===== src/rtl/hazard_scoreboard_unit_pkg.sv =====
// Common types for the hazard/forwarding scoreboard unit.
//  FSEL_W          select width for the default two forwarding stages
//  stall_cause_t   reason reported alongside stall
//  mc_state_t      multicycle-unit tracking states
//  mux_control_type  legacy two-stage forwarding mux encoding
package hazard_scoreboard_unit_pkg;

  localparam int DEF_NUM_FWD = 2;
  localparam int FSEL_W      = $clog2(DEF_NUM_FWD + 1);

  typedef enum logic [1:0] {
    STALL_NONE      = 2'd0,
    STALL_LOAD_USE  = 2'd1,
    STALL_MC_RAW    = 2'd2,
    STALL_MC_STRUCT = 2'd3
  } stall_cause_t;

  typedef enum logic [1:0] {
    MC_IDLE  = 2'd0,
    MC_BUSY  = 2'd1,
    MC_DRAIN = 2'd2
  } mc_state_t;

  // Kept for older two-stage forwarding users: matches fwd_sel of the default config.
  typedef enum logic [1:0] {
    MUX_REGFILE = 2'd0,
    MUX_EX_MEM  = 2'd1,
    MUX_MEM_WB  = 2'd2
  } mux_control_type;

endpackage


===== src/rtl/hazard_scoreboard_unit_fwd_select.sv =====
// Forwarding priority encoder for one source operand.
//  rs            source register address in ID/EX
//  fwd_rd        destination of each forwarding stage (stage 0 = youngest)
//  fwd_regwrite  write enable of each forwarding stage
//  sel           0 = register file, k = forward from stage k-1
module hazard_scoreboard_unit_fwd_select
  import hazard_scoreboard_unit_pkg::*;
#(
  parameter int NUM_FWD    = 2,
  parameter int REG_ADDR_W = 5,
  parameter int SEL_W      = $clog2(NUM_FWD + 1)
) (
  input  logic [REG_ADDR_W-1:0]         rs,
  input  logic [NUM_FWD*REG_ADDR_W-1:0] fwd_rd,
  input  logic [NUM_FWD-1:0]            fwd_regwrite,
  output logic [SEL_W-1:0]              sel
);

  // Scan oldest to youngest so the youngest matching stage overwrites last; x0 never matches.
  always_comb begin
    sel = {SEL_W{1'b0}};
    for (int k = NUM_FWD - 1; k >= 0; k--) begin
      sel = (fwd_regwrite[k] &&
             (fwd_rd[k*REG_ADDR_W +: REG_ADDR_W] != {REG_ADDR_W{1'b0}}) &&
             (fwd_rd[k*REG_ADDR_W +: REG_ADDR_W] == rs)) ? SEL_W'(k + 1) : sel;
    end
  end

endmodule


===== src/rtl/hazard_scoreboard_unit.sv =====
// Forwarding select, load-use detection and multicycle-unit busy scoreboard.
//  clk, reset_n              clock, async active-low reset
//  ex_rs/fwd_rd/fwd_regwrite forwarding lookup inputs  -> fwd_sel
//  id_rs/id_rs_used          decode-stage operands     -> stall, stall_cause
//  id_ex_memread/id_ex_rd    load in ID/EX
//  mc_issue/mc_rd/mc_done    multicycle unit handshake -> busy_vec, mc_squash
//  flush                     pipeline flush
//  stall_cycles              saturating count of stalled cycles
module hazard_scoreboard_unit
  import hazard_scoreboard_unit_pkg::*;
#(
  parameter int NUM_READ    = 2,
  parameter int NUM_FWD     = 2,
  parameter int REG_ADDR_W  = 5,
  parameter int STALL_CNT_W = 16,
  localparam int SEL_W      = $clog2(NUM_FWD + 1),
  localparam int NUM_REGS   = 2 ** REG_ADDR_W
) (
  input  logic                           clk,
  input  logic                           reset_n,
  input  logic [NUM_READ*REG_ADDR_W-1:0] ex_rs,
  input  logic [NUM_FWD*REG_ADDR_W-1:0]  fwd_rd,
  input  logic [NUM_FWD-1:0]             fwd_regwrite,
  input  logic [NUM_READ*REG_ADDR_W-1:0] id_rs,
  input  logic [NUM_READ-1:0]            id_rs_used,
  input  logic                           id_ex_memread,
  input  logic [REG_ADDR_W-1:0]          id_ex_rd,
  input  logic                           mc_issue,
  input  logic [REG_ADDR_W-1:0]          mc_rd,
  input  logic                           mc_done,
  input  logic                           flush,
  output logic [NUM_READ*SEL_W-1:0]      fwd_sel,
  output logic                           stall,
  output logic [1:0]                     stall_cause,
  output logic                           mc_squash,
  output logic [NUM_REGS-1:0]            busy_vec,
  output logic [STALL_CNT_W-1:0]         stall_cycles
);

  mc_state_t             state;
  logic [REG_ADDR_W-1:0] mc_rd_q;
  logic                  load_use;
  logic                  mc_raw;
  logic                  mc_struct;
  logic                  issue_ok;

  genvar gi;
  generate
    for (gi = 0; gi < NUM_READ; gi++) begin : g_fwd
      hazard_scoreboard_unit_fwd_select #(
        .NUM_FWD    (NUM_FWD),
        .REG_ADDR_W (REG_ADDR_W),
        .SEL_W      (SEL_W)
      ) u_fwd_select (
        .rs           (ex_rs[gi*REG_ADDR_W +: REG_ADDR_W]),
        .fwd_rd       (fwd_rd),
        .fwd_regwrite (fwd_regwrite),
        .sel          (fwd_sel[gi*SEL_W +: SEL_W])
      );
    end
  endgenerate

  // Hazard sources; busy_vec bit 0 is never set, so x0 reads never hit the scoreboard.
  always_comb begin
    load_use = 1'b0;
    mc_raw   = 1'b0;
    for (int i = 0; i < NUM_READ; i++) begin
      load_use = load_use | (id_ex_memread && (id_ex_rd != {REG_ADDR_W{1'b0}}) &&
                             id_rs_used[i] && (id_rs[i*REG_ADDR_W +: REG_ADDR_W] == id_ex_rd));
      mc_raw   = mc_raw | (id_rs_used[i] && busy_vec[id_rs[i*REG_ADDR_W +: REG_ADDR_W]]);
    end
    // WAW against an outstanding multicycle destination.
    mc_raw    = mc_raw | (mc_issue && busy_vec[mc_rd]);
    // The unit can only take a new op when idle or when the current one retires this cycle.
    mc_struct = mc_issue && (state != MC_IDLE) && !((state == MC_BUSY) && mc_done);
  end

  // Stall and prioritised cause.
  always_comb begin
    stall = load_use | mc_raw | mc_struct;
    if (load_use) begin
      stall_cause = STALL_LOAD_USE;
    end else if (mc_raw) begin
      stall_cause = STALL_MC_RAW;
    end else if (mc_struct) begin
      stall_cause = STALL_MC_STRUCT;
    end else begin
      stall_cause = STALL_NONE;
    end
  end

  assign issue_ok  = mc_issue && !stall;
  assign mc_squash = (state == MC_DRAIN) && mc_done;

  // Multicycle FSM and busy scoreboard; the set is written after the clear so a same-register
  // retire+issue leaves the bit set.
  always_ff @(posedge clk or negedge reset_n) begin
    if (!reset_n) begin
      state    <= MC_IDLE;
      mc_rd_q  <= {REG_ADDR_W{1'b0}};
      busy_vec <= {NUM_REGS{1'b0}};
    end else begin
      case (state)
        MC_IDLE: begin
          if (issue_ok) begin
            state   <= MC_BUSY;
            mc_rd_q <= mc_rd;
          end else begin
            state <= MC_IDLE;
          end
        end
        MC_BUSY: begin
          if (mc_done) begin
            busy_vec[mc_rd_q] <= 1'b0;
            if (issue_ok) begin
              state   <= MC_BUSY;
              mc_rd_q <= mc_rd;
            end else begin
              state <= MC_IDLE;
            end
          end else if (flush) begin
            // Result still in flight belongs to a squashed path; wait for it and discard.
            state <= MC_DRAIN;
          end else begin
            state <= MC_BUSY;
          end
        end
        MC_DRAIN: begin
          if (mc_done) begin
            busy_vec[mc_rd_q] <= 1'b0;
            state             <= MC_IDLE;
          end else begin
            state <= MC_DRAIN;
          end
        end
        default: begin
          state <= MC_IDLE;
        end
      endcase
      if (issue_ok && (mc_rd != {REG_ADDR_W{1'b0}})) begin
        busy_vec[mc_rd] <= 1'b1;
      end else begin
        busy_vec[0] <= 1'b0;
      end
    end
  end

  // Saturating stalled-cycle counter.
  always_ff @(posedge clk or negedge reset_n) begin
    if (!reset_n) begin
      stall_cycles <= {STALL_CNT_W{1'b0}};
    end else if (stall && (stall_cycles != {STALL_CNT_W{1'b1}})) begin
      stall_cycles <= stall_cycles + STALL_CNT_W'(1);
    end else begin
      stall_cycles <= stall_cycles;
    end
  end

endmodule


===== config.mk =====
export PLATFORM = sky130hd
export DESIGN_NAME = hazard_scoreboard_unit
export DESIGN_NICKNAME = d
export VERILOG_FILES = /design/src/rtl/hazard_scoreboard_unit_pkg.sv /design/src/rtl/hazard_scoreboard_unit_fwd_select.sv /design/src/rtl/hazard_scoreboard_unit.sv
export SDC_FILE = /design/constraint.sdc
export NUM_CORES = 1
export LEC_CHECK = 0
export CAP_MARGIN = 40
export CELL_PAD_IN_SITES_DETAIL_PLACEMENT = 1
export CELL_PAD_IN_SITES_GLOBAL_PLACEMENT = 1
export CORE_MARGIN = 5
export CORE_UTILIZATION = 35
export DETAILED_ROUTE_END_ITERATION = 6
export GPL_TIMING_DRIVEN = 0
export PLACE_DENSITY = 0.83
export SLEW_MARGIN = 20
export SYNTH_ARGS = -nofsm -noshare
export SYNTH_HDL_FRONTEND = slang
export SYNTH_SLANG_ARGS = --single-unit

===== constraint.sdc =====
create_clock -name clk -period 4.2 [get_ports clk]
set_input_delay 0.42 -clock clk [delete_from_list [all_inputs] [get_ports clk]]
set_output_delay 0.42 -clock clk [all_outputs]
set_load 0.005 [all_outputs]

==> metrics.txt, run 1 <==
filler instances ~1300; Post-CTS Hold Fix Bufs 0; final worst path period need 3947 ps; CP Launch Type input pin; Int Pwr 1.672 mW; antenna diode instance count 0; most used cell, CP clkdlybuf4s50_1; Worst Path Required 3780 ps; crit path max fanout 10; Post-synth EDFFs 0; switching part of the total 39.04%; antenna violations before repair 0; CP Data Arrival Time 3530 ps; PwrDens 533.0 mW/mm^2; Ports 106; max cap viols 0; Clock Latency Late Sink 310 ps; net switching power around 1.1 mW; Comb pwr share a little under half; register area share after synthesis 35.39%; hold slack between 100 and 150 ps; Worst Setup End Kind primary output; Clock Power Share between 10% and 20%; via count 3518; first-pass GRT wire length 20.45 mm; CTS Sinks 55; Post-Route WL roughly 13 mm; Layout Nets roughly 520; die span in x 115.4 um; worst stage delay on the critical path 580 ps; top_reg_cell synth dfrtp_1; Worst-Margin Slew 702.5 ps; cell type with the largest total area after synthesis dfrtp_1; worst min-delay path category in -> async; placed wire-length estimate 10.21 mm; GRT Resource Usage Total 19.43%; CP cell instances clkdlybuf4s50_1 > or3b_2 > clkbuf_1 > o22ai_1 > nor4_1 > mux2i_1 > a2111oi_4 > buf_6 > inv_1 > clkdlybuf4s50_1; ys async rst share 100.0%; Yosys top cell area share 35.39%; fmax 253.4 MHz; worst-case clock buffer depth 2; DIE AREA between 0.01 and 0.015 mm^2; # port buffers 97; CP max stage cell a2111oi_4; vias in the first global route 3689; Post-Synthesis Cells 364; Cell variety after synth 49; final hold vios 0; Buf/Inv on CP 5; Setup TNS 0 ps; worst-case vdd ir drop 0.3117 mV; Worst Clk Skew 11.66 ps; Mapped Nets 419; critical path type in -> out; Core Area 0.01089 mm^2; Slew headroom 53.17%; antenna viol nets, final 0; Pleak just over 2 nW; Via density between 5 and 6; DRC viols 0; drt first pass iters 4; clock root buffer clkbuf_8; Inserted Clock Buffers 5; cell family with most CP delay buffers and inverters; Syn Area/Cell ~11 um^2; Initial Util between 30% and 40%; CTS tree done; status finished, final reports clean; Synth Cell Area about 0.0039 mm^2; RSZ-0062 raised after global routing false; post-route cell area around 0.0051 mm^2; Routed WL per cell 21.28 um; Setup-failing EPs final 0; Post-DP Area 0.005032 mm^2; global route total overflow 0; initial DRC count about 180; top-count cell post-synth dfrtp_1; Tot Pwr 2.742 mW; share of cells above drive strength 1 13.65%; synth warn 0; synthesis-to-layout area growth 32.30%; commonest cells in the netlist 55 x dfrtp_1, 36 x o21ai_0, 36 x xor2_1; sequential share of power between 30% and 40%; clock slew at reported path FFs 100 ps; DIE HEIGHT between 100 and 150 um; max-slew violation count 0; largest net degree at the start of global routing 56; top post-synthesis cells by area dfrtp_1 35%, xor2_1 8.1%, mux4_2 6.9%, mux2i_1 4.9%, o31ai_1 4.8%; RePlAce Congestion 0.9223; H-tree levels 2; Tcrit/Tclk final between 90% and 100%; PostCTS Resize Cnt 0; FF+latch count, synth 55; Post-CTS Setup Bufs 0; Site Rows 38
[layer usage]
metal,GRT usage (%),part of all wire (%),vias to the layer above
met5,0,0,-
met2,33.99,50,131
li1,-,-,1608
met1,25.55,42,1765
met3,3.105,7.1,14
met4,3.834,1.1,0
[final timing paths]
| path | start | to | slack, ps | cells after the start |
|---|---|---|---|---|
| setup / recovery | mc_rd[4] | stall | 250 | 10 |
| hold / removal | reset_n | busy_vec[8] | 140 | 1 |
| setup reg to reg | busy_vec[2] | busy_vec[28] | 1310 | 8 |
| hold reg to reg | stall_cycles[11] | stall_cycles[11] | 500 | 1 |
| max in group asynchronous | reset_n | busy_vec[31] | 3580 | 1 |
| min in group clk | stall_cycles[11] | stall_cycles[11] | 500 | 1 |
[state kept, by name, summed over array words and instances (netlist names)]
register	count
busy_vec	32
mc_rd_q	5
stall_cycles	16
state	2
[through the flow]
stage / cells / util [%] / setup slack (ps)
3_3_place_gp: 601 / 46.24 / 280.8
6_report: 609 / 47.25 / 253.2
4_1_cts: 609 / 47.25 / 198.0
2_1_floorplan: 364 / - / 1353
3_5_place_dp: 601 / 46.22 / 211.0
5_1_grt: 609 / 47.25 / 36.69
[cell type report]
type | instances | area [um^2] | area share, %
clock buffer | 5 | 68.82 | 1.338
multi-input combinational | 280 | 2369 | 46.04
clock inverter | 3 | 43.79 | 0.8512
tap | 140 | 175.2 | 3.405
inverter | 7 | 26.28 | 0.5107
timing repair buffer | 97 | 968.4 | 18.82
buffer | 22 | 117.6 | 2.286
sequential | 55 | 1376 | 26.75
[placed cells by master (no fill, tap or decap), drive strengths merged, types with 2 or more instances in the layout]
| master | n |
|---|---|
| clkdlybuf4s50 | 96 |
| dfrtp | 55 |
| xor2 | 36 |
| o21ai | 36 |
| o31ai | 25 |
| mux2i | 19 |
| mux4 | 17 |
| buf | 15 |
| nand3 | 13 |
| clkbuf | 13 |
| nand2 | 11 |
| mux2 | 10 |
| o22ai | 10 |
| nor2 | 10 |
| xnor2 | 9 |
| nor4 | 8 |
| nor3 | 8 |
| inv | 7 |
| nand3b | 7 |
| o41ai | 7 |
| or3b | 6 |
| and3 | 6 |
| or4 | 5 |
| a21oi | 5 |
| ha | 5 |
| nand4 | 4 |
| or2 | 3 |
| or3 | 2 |
| or2b | 2 |
| nand2b | 2 |
| nand4b | 2 |
| and4 | 2 |
| nor4b | 2 |
| clkinv | 2 |
[cells by family after synthesis]
kind of cell	count (synthesis)	synth area share [%]
xor+xnor	45	10.14
simple gates	97	15.99
mux	46	18.21
buf+inv	29	3.700
fa+ha+maj	5	1.609
compound gates	87	14.96
flops	55	35.39
[power groups by stage]
stage          clock network (mW)  logic, mW  registers (mW)
3_3_place_gp                    0       1.26            1.05
6_report                    0.356       1.31            1.07
2_1_floorplan                   0      0.686           0.954
5_1_grt                     0.390       1.42            1.10
3_5_place_dp                    0       1.32            1.07
4_1_cts                     0.363       1.33            1.06
[worst reg2reg max path, stage by stage (launching register included)]
cell     delay, ps
dfrtp_1        480
mux4_1         530
mux4_2         480
o22ai_2        160
o22ai_2        170
inv_1          120
nand3_2        170
buf_2          260
o41ai_1        370
Note: power is estimated with default switching activity, not from simulation.
==> inputs of run 2 (changes only) <==
--- a/config.mk
+++ b/config.mk
@@ -12,7 +12,7 @@
 export CORE_UTILIZATION = 35
 export DETAILED_ROUTE_END_ITERATION = 6
 export GPL_TIMING_DRIVEN = 0
-export PLACE_DENSITY = 0.83
+export PLACE_DENSITY_LB_ADDON = 0.1
 export SLEW_MARGIN = 20
 export SYNTH_ARGS = -nofsm -noshare
 export SYNTH_HDL_FRONTEND = slang
==> metrics.txt, run 2 (synthesis gave the netlist of run 1 again) <==
first-pass GRT wire length 20.46 mm; Setup-failing EPs final 0; Worst Setup End Kind primary output; largest net degree at the start of global routing 56; Layout Nets 523; worst min-delay path category in -> async; crit path from mc_rd[4]; Slew headroom 51.22%; commonest cells after routing, fill and taps aside 96 x clkdlybuf4s50_1, 55 x dfrtp_1, 36 x xor2_1, 36 x o21ai_0, 25 x o31ai_1; Ports 106; Core Area approximately 0.011 mm^2; setup ws final 170.3 ps; CP Launch Type input pin; fmax approximately 250 MHz; PwrDens 524.8 mW/mm^2; final hold vios 0; share of cells above drive strength 1 13.43%; Inserted Clock Buffers 5; # port buffers 97; die span in x roughly 120 um; worst-case clock buffer depth 2; DIE HEIGHT 115.4 um; initial DRC count 176; crit path to stall; Setup TNS 0 ps; clock root buffer clkbuf_8; Worst-Margin Slew 731.7 ps; CTS tree done; RePlAce Congestion 0.8278; PostCTS Resize Cnt 0; DIE AREA 0.01332 mm^2; Routed WL per cell 21.45 um; Post-CTS Hold Fix Bufs 0; Worst Clk Skew 9.606 ps; Post-Route WL 13.06 mm; Top reg by flops busy_vec; global route total overflow 0; Post-CTS Setup Bufs 0; synthesis-to-layout area growth 31.98%; FF-to-FF setup slack 1280 ps; Initial Util 35.72%; post-route cell area 0.005132 mm^2; H-tree levels 2; Tot Pwr 2.694 mW; max-slew violation count 0; Via density around 5.7; via count ~3500; Tcrit/Tclk final a little over nine tenths; Core Util, Final 47.14%; r2r worst-path depth 8; CTS Sinks between 50 and 60; reg2reg start busy_vec[3]; post-place setup slack 61.16 ps; vias in the first global route 3665; Site Rows 38; GRT Resource Usage Total 19.63%; status finished, final reports clean; CP Data Arrival Time ~3600 ps; filler instances 1210; Largest regs busy_vec: 32 flops, stall_cycles: 16 flops, mc_rd_q: 5 flops; drt first pass iters 4; RR Endpoint stall_cycles[14]; Pleak 2.049 nW; max reg flops 32; clock slew at reported path FFs 100 ps; Post-DP Area around 0.0050 mm^2; max cap viols 0; placed wire-length estimate 10.10 mm; Worst Path Required 3780 ps; critical path type in -> out; DRC viols 0; RSZ-0062 raised after global routing false; antenna violations before repair 0; worst-case vdd ir drop 0.2689 mV; antenna viol nets, final 0; Clock Latency Late Sink 310 ps; commonest non-fill, non-tap cell in the layout clkdlybuf4s50_1; crit path max fanout 10; antenna diode instance count 0; final worst path period need just over 4000 ps
-- run 2: cell types whose count changed in the layout (fill, tap and decap cells not counted), sizes merged --
| cell | delta |
|---|---|
| clkbuf | +3 |
| bufinv | -1 |
| clkinv | -2 |
-- run 2: worst max-delay path, stage by stage --
cell and delay (ps):
clkdlybuf4s50_1 600, or3_1 150, buf_1 310, o22ai_1 190
nor4_1 290, mux2i_1 210, a2111oi_4 660, buf_6 250
inv_1 60, clkdlybuf4s50_1 450
-- run 2: how the worst min path moves through the flow --
stage / startpoint / endpoint / slack (ps) / cells after the start
6_report: reset_n / busy_vec[8] / 150 / 1
5_1_grt: reset_n / busy_vec[8] / 200 / 1
4_1_cts: reset_n / busy_vec[4] / 180 / 1
3_5_place_dp: stall_cycles[4] / stall_cycles[4] / 480 / 1
3_3_place_gp: stall_cycles[14] / stall_cycles[14] / 480 / 1
2_1_floorplan: reset_n / busy_vec[0] / 120 / 0
-- run 2: metal layers --
layer / part of all wire (%) / up-vias / routed length (um) / global-route usage (%)
li1: - / 1604 / - / -
met1: 47 / 1769 / 6093 / 27.87
met2: 45 / 107 / 5937 / 31.40
met3: 7.0 / 9 / 917 / 4.000
met4: 0.90 / 0 / 117 / 3.599
met5: 0 / - / 0 / 0
-- run 2: layout make-up --
class | instances | area, um^2 | share of cell area (%)
multi-input cells | 280 | 2369 | 46.15
flip-flops and latches | 55 | 1376 | 26.82
repair buffers | 97 | 968.4 | 18.87
well taps | 140 | 175.2 | 3.413
plain buffers | 22 | 117.6 | 2.292
clock buffers | 8 | 100.1 | 1.950
inverters | 7 | 26.28 | 0.5119
-- run 2: power by group --
part,leakage [nW],switching (mW),internal (mW)
Clock,0.0515,0.172,0.151
Combinational,1.30,0.537,0.761
Sequential,0.698,0.341,0.732
Total,2.05,1.05,1.64
-- run 2: metrics by stage --
step,hold WS (ps),std cells
final,145.4,609
after global placement,476.9,601
after detailed placement,479.1,601
after CTS,184.2,609
after floorplan,124.4,364
after global routing,202.5,609
==> inputs of run 3 (changes only) <==
--- a/config.mk
+++ b/config.mk
@@ -9,7 +9,7 @@
 export CELL_PAD_IN_SITES_DETAIL_PLACEMENT = 1
 export CELL_PAD_IN_SITES_GLOBAL_PLACEMENT = 1
 export CORE_MARGIN = 5
-export CORE_UTILIZATION = 35
+export CORE_UTILIZATION = 39
 export DETAILED_ROUTE_END_ITERATION = 6
 export GPL_TIMING_DRIVEN = 0
 export PLACE_DENSITY_LB_ADDON = 0.1
==> metrics.txt, run 3 (synthesis gave the netlist of run 1 again) <==
filler instances 1106; Worst-Margin Slew between 600 and 700 ps; drt first pass iters 4; Largest regs busy_vec: 32 flops, stall_cycles: 16 flops, mc_rd_q: 5 flops; Tot Pwr 2.786 mW; CP Launch Type input pin; hold slack 150.9 ps; H-tree levels 2; final worst path period need about 4000 ps; DRC viols 0; max reg flops 32; clock root buffer clkbuf_8; Core Area 0.009729 mm^2; synthesis-to-layout area growth 32.79%; Post-Route WL 12.81 mm; PostCTS Resize Cnt 0; via count 3519; CTS Sinks 55; CP Data Arrival Time 3570 ps; commonest cells after routing, fill and taps aside 96 x clkdlybuf4s50_1, 55 x dfrtp_1, 36 x xor2_1, 36 x o21ai_0, 25 x o31ai_1; worst-case vdd ir drop 0.3929 mV; Setup-failing EPs final 0; max cap viols 0; Routed WL per cell 21.25 um; Ports ~110; Worst Clk Skew 13.57 ps; RR Endpoint stall_cycles[1]; Initial Util 39.97%; initial DRC count 170; Layout Nets 524; Inserted Clock Buffers 5; Pleak 2.068 nW; final cell count without fillers 603; CTS tree done; crit path to stall; Clock Latency Late Sink between 300 and 400 ps; status finished, final reports clean; max-slew violation count 0; global route total overflow 0; # port buffers between 90 and 100; GRT Resource Usage Total 21.71%; reg2reg start busy_vec[18]; DIE AREA ~0.012 mm^2; PwrDens between 500 and 600 mW/mm^2; final hold vios 0; r2r worst-path depth 8; clock slew at reported path FFs 100 ps; worst min-delay path category in -> async; first-pass GRT wire length 20.56 mm; antenna viol nets, final 0; Slew headroom 53.90%; Top reg by flops busy_vec; Tcrit/Tclk final 94.91%; crit path max fanout 10; critical path type in -> out; RePlAce Congestion approximately 0.84; commonest non-fill, non-tap cell in the layout clkdlybuf4s50_1; Worst Path Required approximately 3800 ps; antenna diode instance count 0; antenna violations before repair 0; Post-CTS Setup Bufs 0; share of cells above drive strength 1 13.62%; cell total after placement 594; DIE HEIGHT 109.9 um; Via density 5.836; vias in the first global route roughly 3800; largest net degree at the start of global routing 56; worst-case clock buffer depth 2; RSZ-0062 raised after global routing false; fmax 250.9 MHz; crit path from mc_rd[4]; Setup TNS 0 ps; die span in x between 100 and 150 um; FF-to-FF setup slack approximately 1200 ps; Worst Setup End Kind primary output; Post-CTS Hold Fix Bufs 0; placed wire-length estimate 10.10 mm; Site Rows 36
==> run 3: metrics by stage <==
step | util (%) | worst slack, ps | area [um^2]
2_1_floorplan | - | 1353 | 3889
3_3_place_gp | 51.66 | 180.3 | 5026
3_5_place_dp | 51.63 | 132.2 | 5024
4_1_cts | 53.00 | 121.2 | 5156
5_1_grt | 53.07 | 20.58 | 5164
6_report | 53.07 | 214.0 | 5164
==> run 3: routing by layer <==
layer | GRT usage [%] | wire length (um)
met3 | 3.288 | 899
met4 | 4.007 | 105
met1 | 30.53 | 5721
met2 | 35.70 | 6085
met5 | 0 | 0
==> run 3: worst min-delay path by stage <==
| stage | start | endpoint |
|---|---|---|
| 2_1_floorplan | reset_n | busy_vec[0] |
| 3_3_place_gp | stall_cycles[11] | stall_cycles[11] |
| 3_5_place_dp | stall_cycles[4] | stall_cycles[4] |
| 4_1_cts | reset_n | busy_vec[8] |
| 5_1_grt | reset_n | busy_vec[4] |
| 6_report | reset_n | busy_vec[10] |
==> run 3: final cells by class <==
cell class | count | area, um^2 | area share, %
Buffer | 22 | 117.6 | 2.278
Clock buffer | 6 | 72.57 | 1.405
Clock inverter | 2 | 60.06 | 1.163
Inverter | 7 | 26.28 | 0.5088
Multi-Input combinational cell | 280 | 2369 | 45.87
Sequential cell | 55 | 1376 | 26.65
Tap cell | 133 | 166.4 | 3.223
Timing Repair Buffer | 98 | 975.9 | 18.90
==> run 3: worst max-delay path, cell delays in order <==
cell and delay [ps]:
clkdlybuf4s50_1 540, or3b_2 250, clkbuf_1 290, o22ai_1 150
nor4_1 300, mux2i_1 220, a2111oi_4 630, buf_6 250
inv_1 50, clkdlybuf4s50_1 450
==> run 3: report_power, final <==
group	switching, mW	internal (mW)
clock network	0.169	0.238
registers	0.326	0.733
logic	0.552	0.767
